## src/rtl/uart_pkg.sv

```systemverilog
// Shared types and default sizing for the UART receive path.
package uart_pkg;

  localparam int DEFAULT_DATA_BITS = 8;
  localparam int DEFAULT_OVS       = 16;

  typedef enum logic [2:0] {
    IDLE   = 3'd0,
    START  = 3'd1,
    DATA   = 3'd2,
    PARITY = 3'd3,
    STOP   = 3'd4
  } rx_state_e;

endpackage

```

## src/rtl/uart_rx_sync.sv

```systemverilog
// Two-flop synchronizer for the raw serial line; resets to the idle (high) level.
module uart_rx_sync (
  input  logic clk,
  input  logic reset,
  input  logic d,
  output logic q
);

  logic meta_reg;
  logic sync_reg;

  always_ff @(posedge clk or negedge reset) begin
    if (!reset) begin
      meta_reg <= 1'b1;
      sync_reg <= 1'b1;
    end else begin
      meta_reg <= d;
      sync_reg <= meta_reg;
    end
  end

  assign q = sync_reg;

endmodule

```

## src/rtl/uart_rx_sequencer.sv

```systemverilog
// UART receive sequencer: oversampled frame FSM, shift register and valid/ready output stage.
// Optional parity checking is enabled by defining UART_RX_PARITY_EN.
module uart_rx_sequencer
  import uart_pkg::*;
#(
  parameter int DATA_BITS = DEFAULT_DATA_BITS,
  parameter int OVS       = DEFAULT_OVS
`ifdef UART_RX_PARITY_EN
  ,
  parameter bit PARITY_ODD = 1'b0
`endif
) (
  input  logic                 clk,
  input  logic                 reset,
  input  logic                 baud_tick,
  input  logic                 rx_en,
  input  logic                 rx,
  input  logic                 rx_ready,
  output logic [DATA_BITS-1:0] rx_data,
  output logic                 rx_valid,
  output logic                 busy,
  output logic                 frame_err,
  output logic                 overrun_err,
  output logic                 parity_err
);

  localparam int SW = $clog2(OVS);
  localparam int BW = $clog2(DATA_BITS + 1);
  localparam logic [SW-1:0] HALF_LAST = SW'(OVS / 2 - 1);
  localparam logic [SW-1:0] FULL_LAST = SW'(OVS - 1);
  localparam logic [BW-1:0] LAST_BIT  = BW'(DATA_BITS - 1);

`ifdef UART_RX_PARITY_EN
  localparam rx_state_e AFTER_DATA = PARITY;
`else
  localparam rx_state_e AFTER_DATA = STOP;
`endif

  logic rx_s;

  uart_rx_sync u_sync (
    .clk   (clk),
    .reset (reset),
    .d     (rx),
    .q     (rx_s)
  );

  rx_state_e            state_reg, state_next;
  logic [SW-1:0]        sample_cnt_reg, sample_cnt_next;
  logic [BW-1:0]        bit_cnt_reg, bit_cnt_next;
  logic [DATA_BITS-1:0] shift_reg, shift_next;
  logic                 parity_bad_reg, parity_bad_next;
  logic [DATA_BITS-1:0] rx_data_reg, rx_data_next;
  logic                 rx_valid_reg, rx_valid_next;
  logic                 frame_err_reg, frame_err_next;
  logic                 overrun_err_reg, overrun_err_next;
  logic                 parity_err_reg, parity_err_next;
  logic                 deliver;

  always_ff @(posedge clk or negedge reset) begin
    if (!reset) begin
      state_reg       <= IDLE;
      sample_cnt_reg  <= '0;
      bit_cnt_reg     <= '0;
      shift_reg       <= '0;
      parity_bad_reg  <= 1'b0;
      rx_data_reg     <= '0;
      rx_valid_reg    <= 1'b0;
      frame_err_reg   <= 1'b0;
      overrun_err_reg <= 1'b0;
      parity_err_reg  <= 1'b0;
    end else begin
      state_reg       <= state_next;
      sample_cnt_reg  <= sample_cnt_next;
      bit_cnt_reg     <= bit_cnt_next;
      shift_reg       <= shift_next;
      parity_bad_reg  <= parity_bad_next;
      rx_data_reg     <= rx_data_next;
      rx_valid_reg    <= rx_valid_next;
      frame_err_reg   <= frame_err_next;
      overrun_err_reg <= overrun_err_next;
      parity_err_reg  <= parity_err_next;
    end
  end

  always_comb begin
    state_next       = state_reg;
    sample_cnt_next  = sample_cnt_reg;
    bit_cnt_next     = bit_cnt_reg;
    shift_next       = shift_reg;
    parity_bad_next  = parity_bad_reg;
    rx_data_next     = rx_data_reg;
    rx_valid_next    = rx_valid_reg;
    frame_err_next   = 1'b0;
    overrun_err_next = 1'b0;
    parity_err_next  = 1'b0;
    deliver          = 1'b0;

    if (rx_valid_reg && rx_ready) begin
      rx_valid_next = 1'b0;
    end

    if (!rx_en) begin
      // Disabling mid-frame drops the partial byte silently.
      state_next      = IDLE;
      sample_cnt_next = '0;
    end else if (baud_tick) begin
      case (state_reg)
        IDLE: begin
          if (!rx_s) begin
            state_next      = START;
            sample_cnt_next = '0;
            parity_bad_next = 1'b0;
          end
        end
        START: begin
          if (sample_cnt_reg == HALF_LAST) begin
            sample_cnt_next = '0;
            bit_cnt_next    = '0;
            state_next      = rx_s ? IDLE : DATA;
          end else begin
            sample_cnt_next = sample_cnt_reg + 1'b1;
          end
        end
        DATA: begin
          if (sample_cnt_reg == FULL_LAST) begin
            sample_cnt_next = '0;
            shift_next      = {rx_s, shift_reg[DATA_BITS-1:1]};
            bit_cnt_next    = bit_cnt_reg + 1'b1;
            if (bit_cnt_reg == LAST_BIT) begin
              state_next = AFTER_DATA;
            end
          end else begin
            sample_cnt_next = sample_cnt_reg + 1'b1;
          end
        end
`ifdef UART_RX_PARITY_EN
        PARITY: begin
          if (sample_cnt_reg == FULL_LAST) begin
            sample_cnt_next = '0;
            state_next      = STOP;
            if (rx_s != ((^shift_reg) ^ PARITY_ODD)) begin
              parity_err_next = 1'b1;
              parity_bad_next = 1'b1;
            end
          end else begin
            sample_cnt_next = sample_cnt_reg + 1'b1;
          end
        end
`endif
        STOP: begin
          if (sample_cnt_reg == FULL_LAST) begin
            sample_cnt_next = '0;
            state_next      = IDLE;
            // A parity failure already flagged this frame; stay silent.
            if (!parity_bad_reg) begin
              if (rx_s) begin
                deliver = 1'b1;
              end else begin
                frame_err_next = 1'b1;
              end
            end
          end else begin
            sample_cnt_next = sample_cnt_reg + 1'b1;
          end
        end
        default: begin
          state_next      = IDLE;
          sample_cnt_next = '0;
        end
      endcase
    end

    if (deliver) begin
      if (!rx_valid_reg || rx_ready) begin
        rx_data_next  = shift_reg;
        rx_valid_next = 1'b1;
      end else begin
        overrun_err_next = 1'b1;
      end
    end
  end

  assign rx_data     = rx_data_reg;
  assign rx_valid    = rx_valid_reg;
  assign busy        = (state_reg != IDLE);
  assign frame_err   = frame_err_reg;
  assign overrun_err = overrun_err_reg;
  assign parity_err  = parity_err_reg;

endmodule

```

## config.mk

```make
export PLATFORM = sky130hd
export DESIGN_NAME = uart_rx_sequencer
export DESIGN_NICKNAME = d
export VERILOG_FILES = /design/src/rtl/uart_pkg.sv /design/src/rtl/uart_rx_sync.sv /design/src/rtl/uart_rx_sequencer.sv
export SDC_FILE = /design/constraint.sdc
export NUM_CORES = 1
export LEC_CHECK = 0
export CORE_MARGIN = 8
export CORE_UTILIZATION = 30
export CTS_BUF_LIST = sky130_fd_sc_hd__clkbuf_8
export CTS_CLUSTER_SIZE = 28
export DETAILED_ROUTE_END_ITERATION = 7
export PLACE_DENSITY = 0.5
export RECOVER_POWER = 100
export SETUP_SLACK_MARGIN = 0.05
export SKIP_LAST_GASP = 1
export SYNTH_ARGS = -nofsm -noshare
export SYNTH_HDL_FRONTEND = slang
export SYNTH_SLANG_ARGS = --single-unit
```

## constraint.sdc

```tcl
create_clock -name clk -period 2.6 [get_ports clk]
set_input_delay 0.52 -clock clk [delete_from_list [all_inputs] [get_ports clk]]
set_output_delay 0.52 -clock clk [all_outputs]
set_load 0.005 [all_outputs]
```

==> results.tsv, run 1 <==
stage	metric	value	unit
cells_and_area	FILL cells	500	
pwr	peak supply drop	253	uV
yosys	Synth Area in Compound Gates	0.0753	
clocking	Sink Count	32	
clocking	worst skew pair latency	0.29	ns
floorplanning	die span in x	87.0	um
clocking	# resized after CTS	0	
worst_hold_path	worst hold path depth	0	
yosys	Yosys warnings	0	
yosys	Mapped Area	1510	um2
cells_and_area	Area Growth Syn to Fin	20.1	%
detailed_routing	DR iter-0 viols	49	
worst_hold_path	Hold Path Sink	u_sync.q$_DFF_PN1_	
setup_path	reg2reg start	state_reg[0]$_DFFE_PN0P_	
setup_path	Worst setup EP type	output pin	
yosys	Mapped Cells	119	
place	hpwl dp	2010	um
setup_path	kind of critical path	reg2out	
cells_and_area	most common cell after layout, fill and taps aside	dfrtp_1	
clocking	CTS buffer count	5	
cells_and_area	layout cells sized above 1	0.200	
clocking	Clock Pin Slew Worst Setup and Hold Paths	0.07	ns
cells_and_area	final core area utilization	0.365	
yosys	top cell type's share of synthesized area	0.497	
yosys	top post-synthesis cells by area	dfrtp_1 (50%), mux2_2 (8.9%), mux2_4 (7.9%)	
status	run status	completed	
yosys	largest family of logic cells by synthesized area	multiplexers	
yosys	sequential share of the synthesized area	0.531	
sta	skew final	0.0101	ns
worst_hold_path	hold path start	u_sync.meta_reg$_DFF_PN1_	
yosys	Mapped Avg Cell Area	12.7	um2
sta	Setup TNS	0	ns
yosys	Post-Synth XOR/XNOR Area	0.0116	
detailed_routing	vias per cell	4.67	
floorplanning	row cnt	26	
cells_and_area	register area	803	um2
detailed_routing	# DRC	0	
setup_path	WP data required	2.08	ns
sta	RSZ-0062 raised after global routing	no	
yosys	Simple-Gate Fraction of Synth Area	0.151	
pwr	final total power	0.00117	W
place	GPL Wtd Cong	0.767	
detailed_routing	count of TritonRoute iterations in the first routing pass	4	
yosys	post-synth cell types	37	
cells_and_area	most frequent cells in the layout	dfrtp_1 (30), dlygate4sd3_1 (15), mux2_2 (12)	
yosys	adder-cell share of the synthesized area	0.0166	
sta	Hold Violations, Final	0	
floorplanning	die footprint	7570	um2
place	IO Port Bufs	17	
yosys	Primary FF master, synth	dfrtp_1	
setup_path	reg2reg end	state_reg[0]$_DFFE_PN0P_	
sta	Final Setup Violations	0	
clocking	Post-CTS Setup Repair Bufs	0	
yosys	syn nets	127	
pwr	pwr dens	646	nW/um2
clocking	CTS tree	done	
floorplanning	Initial Utilization	0.304	
clocking	CTS root buf	clkbuf_8	
grt	largest net degree at the start of global routing	33	
yosys	cell taking the most area after synthesis	dfrtp_1	
grt	initial antenna violation count	0	
yosys	EDFF count, synth	0	
sta	Max Clk Rate	417	MHz
yosys	mux cell area share after synthesis	0.182	
sta	fin. max-slew vios	0	
setup_path	FF-to-FF path depth	4	
sta	clock period minus worst slack	2.40	ns
grt	gr usage total	0.0841	
setup_path	arrival time at the worst endpoint	1.88	ns
detailed_routing	post-route ant nets	0	
worst_hold_path	worst min path class	reg2reg	
floorplanning	I/O pins	19	
clocking	Max H-tree Level	2	
setup_path	Max FO, Critical Path	14	
sta	worst slew pin tran	0.677	ns
cells_and_area	Inserted Diodes	0	
pwr	P_leak	0.858	nW
grt	first-pass GRT wire length	4860	um
cells_and_area	Multi-input gate area	624	um2
job	Maximum Capacitance Violations	0	
setup_path	startpoint types	flop	
grt	vias in the first global route	1024	
floorplanning	Die Span Y	87.0	um
detailed_routing	WL per Instance	13.2	um
detailed_routing	Routed WL	2770	um
grt	GRT overflow	0	
yosys	Post-synth ARST share	1.00	
cells_and_area	nets	147	
yosys	FF+latch count, synth	32	
detailed_routing	vias	980	
clocking	CTS Hold Bufs	0	
floorplanning	total core area	4980	um2
sta	fin crit share	0.921	
sta	slew margin rel.	0.546	
clocking	clk buf depth	2	
setup_path	internal reg-to-reg setup slack	0.60	ns
[cells by family (layout without fill, tap and decap cells)]
group,after synthesis,after routing
XOR/XNOR,2,2
AND/OR/NAND/NOR,36,36
multiplexers,22,22
buffers and inverters,8,29
flip-flops,32,32
other,1,1
AO/OA/AOI/OAI,16,16
adder cells (fa/ha/maj),2,2
[layer usage]
metal	up-vias	GRT usage	share of wire
met5	-	0	0
met4	0	0.0469	0.021
met3	6	0.0358	0.074
met2	25	0.130	0.48
met1	481	0.0954	0.43
li1	468	-	-
[critical path, cell delays in order, from the launching register on]
cell and delay [ns]:
dfrtp_1 0.52, or3_1 0.47, dlygate4sd3_1 0.60
[final cells by class]
cell class | instances | area share
inverters | 3 | 0.00620
clock inverters | 3 | 0.0234
clock buffers | 5 | 0.0379
well taps | 70 | 0.0482
repair buffers | 18 | 0.0979
flip-flops and latches | 32 | 0.442
multi-input cells | 79 | 0.344
[worst max path at each step]
stage                                              from                     end
after global placement                            rx_en  rx_data[7]$_DFFE_PN0P_
after global routing           state_reg[0]$_DFFE_PN0P_                    busy
after CTS                      state_reg[0]$_DFFE_PN0P_                    busy
after floorplan           sample_cnt_reg[0]$_DFFE_PN0P_  rx_data[0]$_DFFE_PN0P_
final                          state_reg[0]$_DFFE_PN0P_                    busy
after detailed placement                          rx_en  rx_data[4]$_DFFE_PN0P_
[synthesized netlist by cell type (3+ instances only)]
| cell | instances |
|---|---|
| dfrtp_1 | 30 |
| mux2_2 | 12 |
| nand2_1 | 9 |
| mux2_4 | 8 |
| o21ai_0 | 6 |
| nand3_1 | 4 |
| nor2_1 | 4 |
| buf_2 | 3 |
| inv_1 | 3 |
| nor4b_1 | 3 |
| or3_1 | 3 |
[metrics by stage]
stage | cell area (um2) | worst slack, ns | instances | hold WS [ns]
floorplan | 1510 | 0.867 | 119 | 0.224
finish | 1820 | 0.205 | 210 | 0.355
global placement | 1740 | 0.243 | 202 | 0.346
detailed placement | 1740 | 0.197 | 202 | 0.348
CTS | 1850 | 0.312 | 210 | 0.358
global route | 1820 | 0.144 | 210 | 0.365
[report_power, final]
group	internal (W)	switching, W
clock network	0.000283	0.000186
registers	0.000513	0.0000395
logic	0.0000796	0.0000722
total	0.000876	0.000298
Note: power is estimated with default switching activity, not from simulation.
==> run 2, diff against run 1 <==
Settings changed: SKIP_CTS_REPAIR_TIMING set to 1.
==> results of run 2 <==
The final DEF is identical to that of run 1; final timing and power are the same.
==> run 3, diff against run 2 <==
Settings changed: HOLD_SLACK_MARGIN set to 0.12.
==> results of run 3 <==
The final DEF is identical to that of run 1; final timing and power are the same.
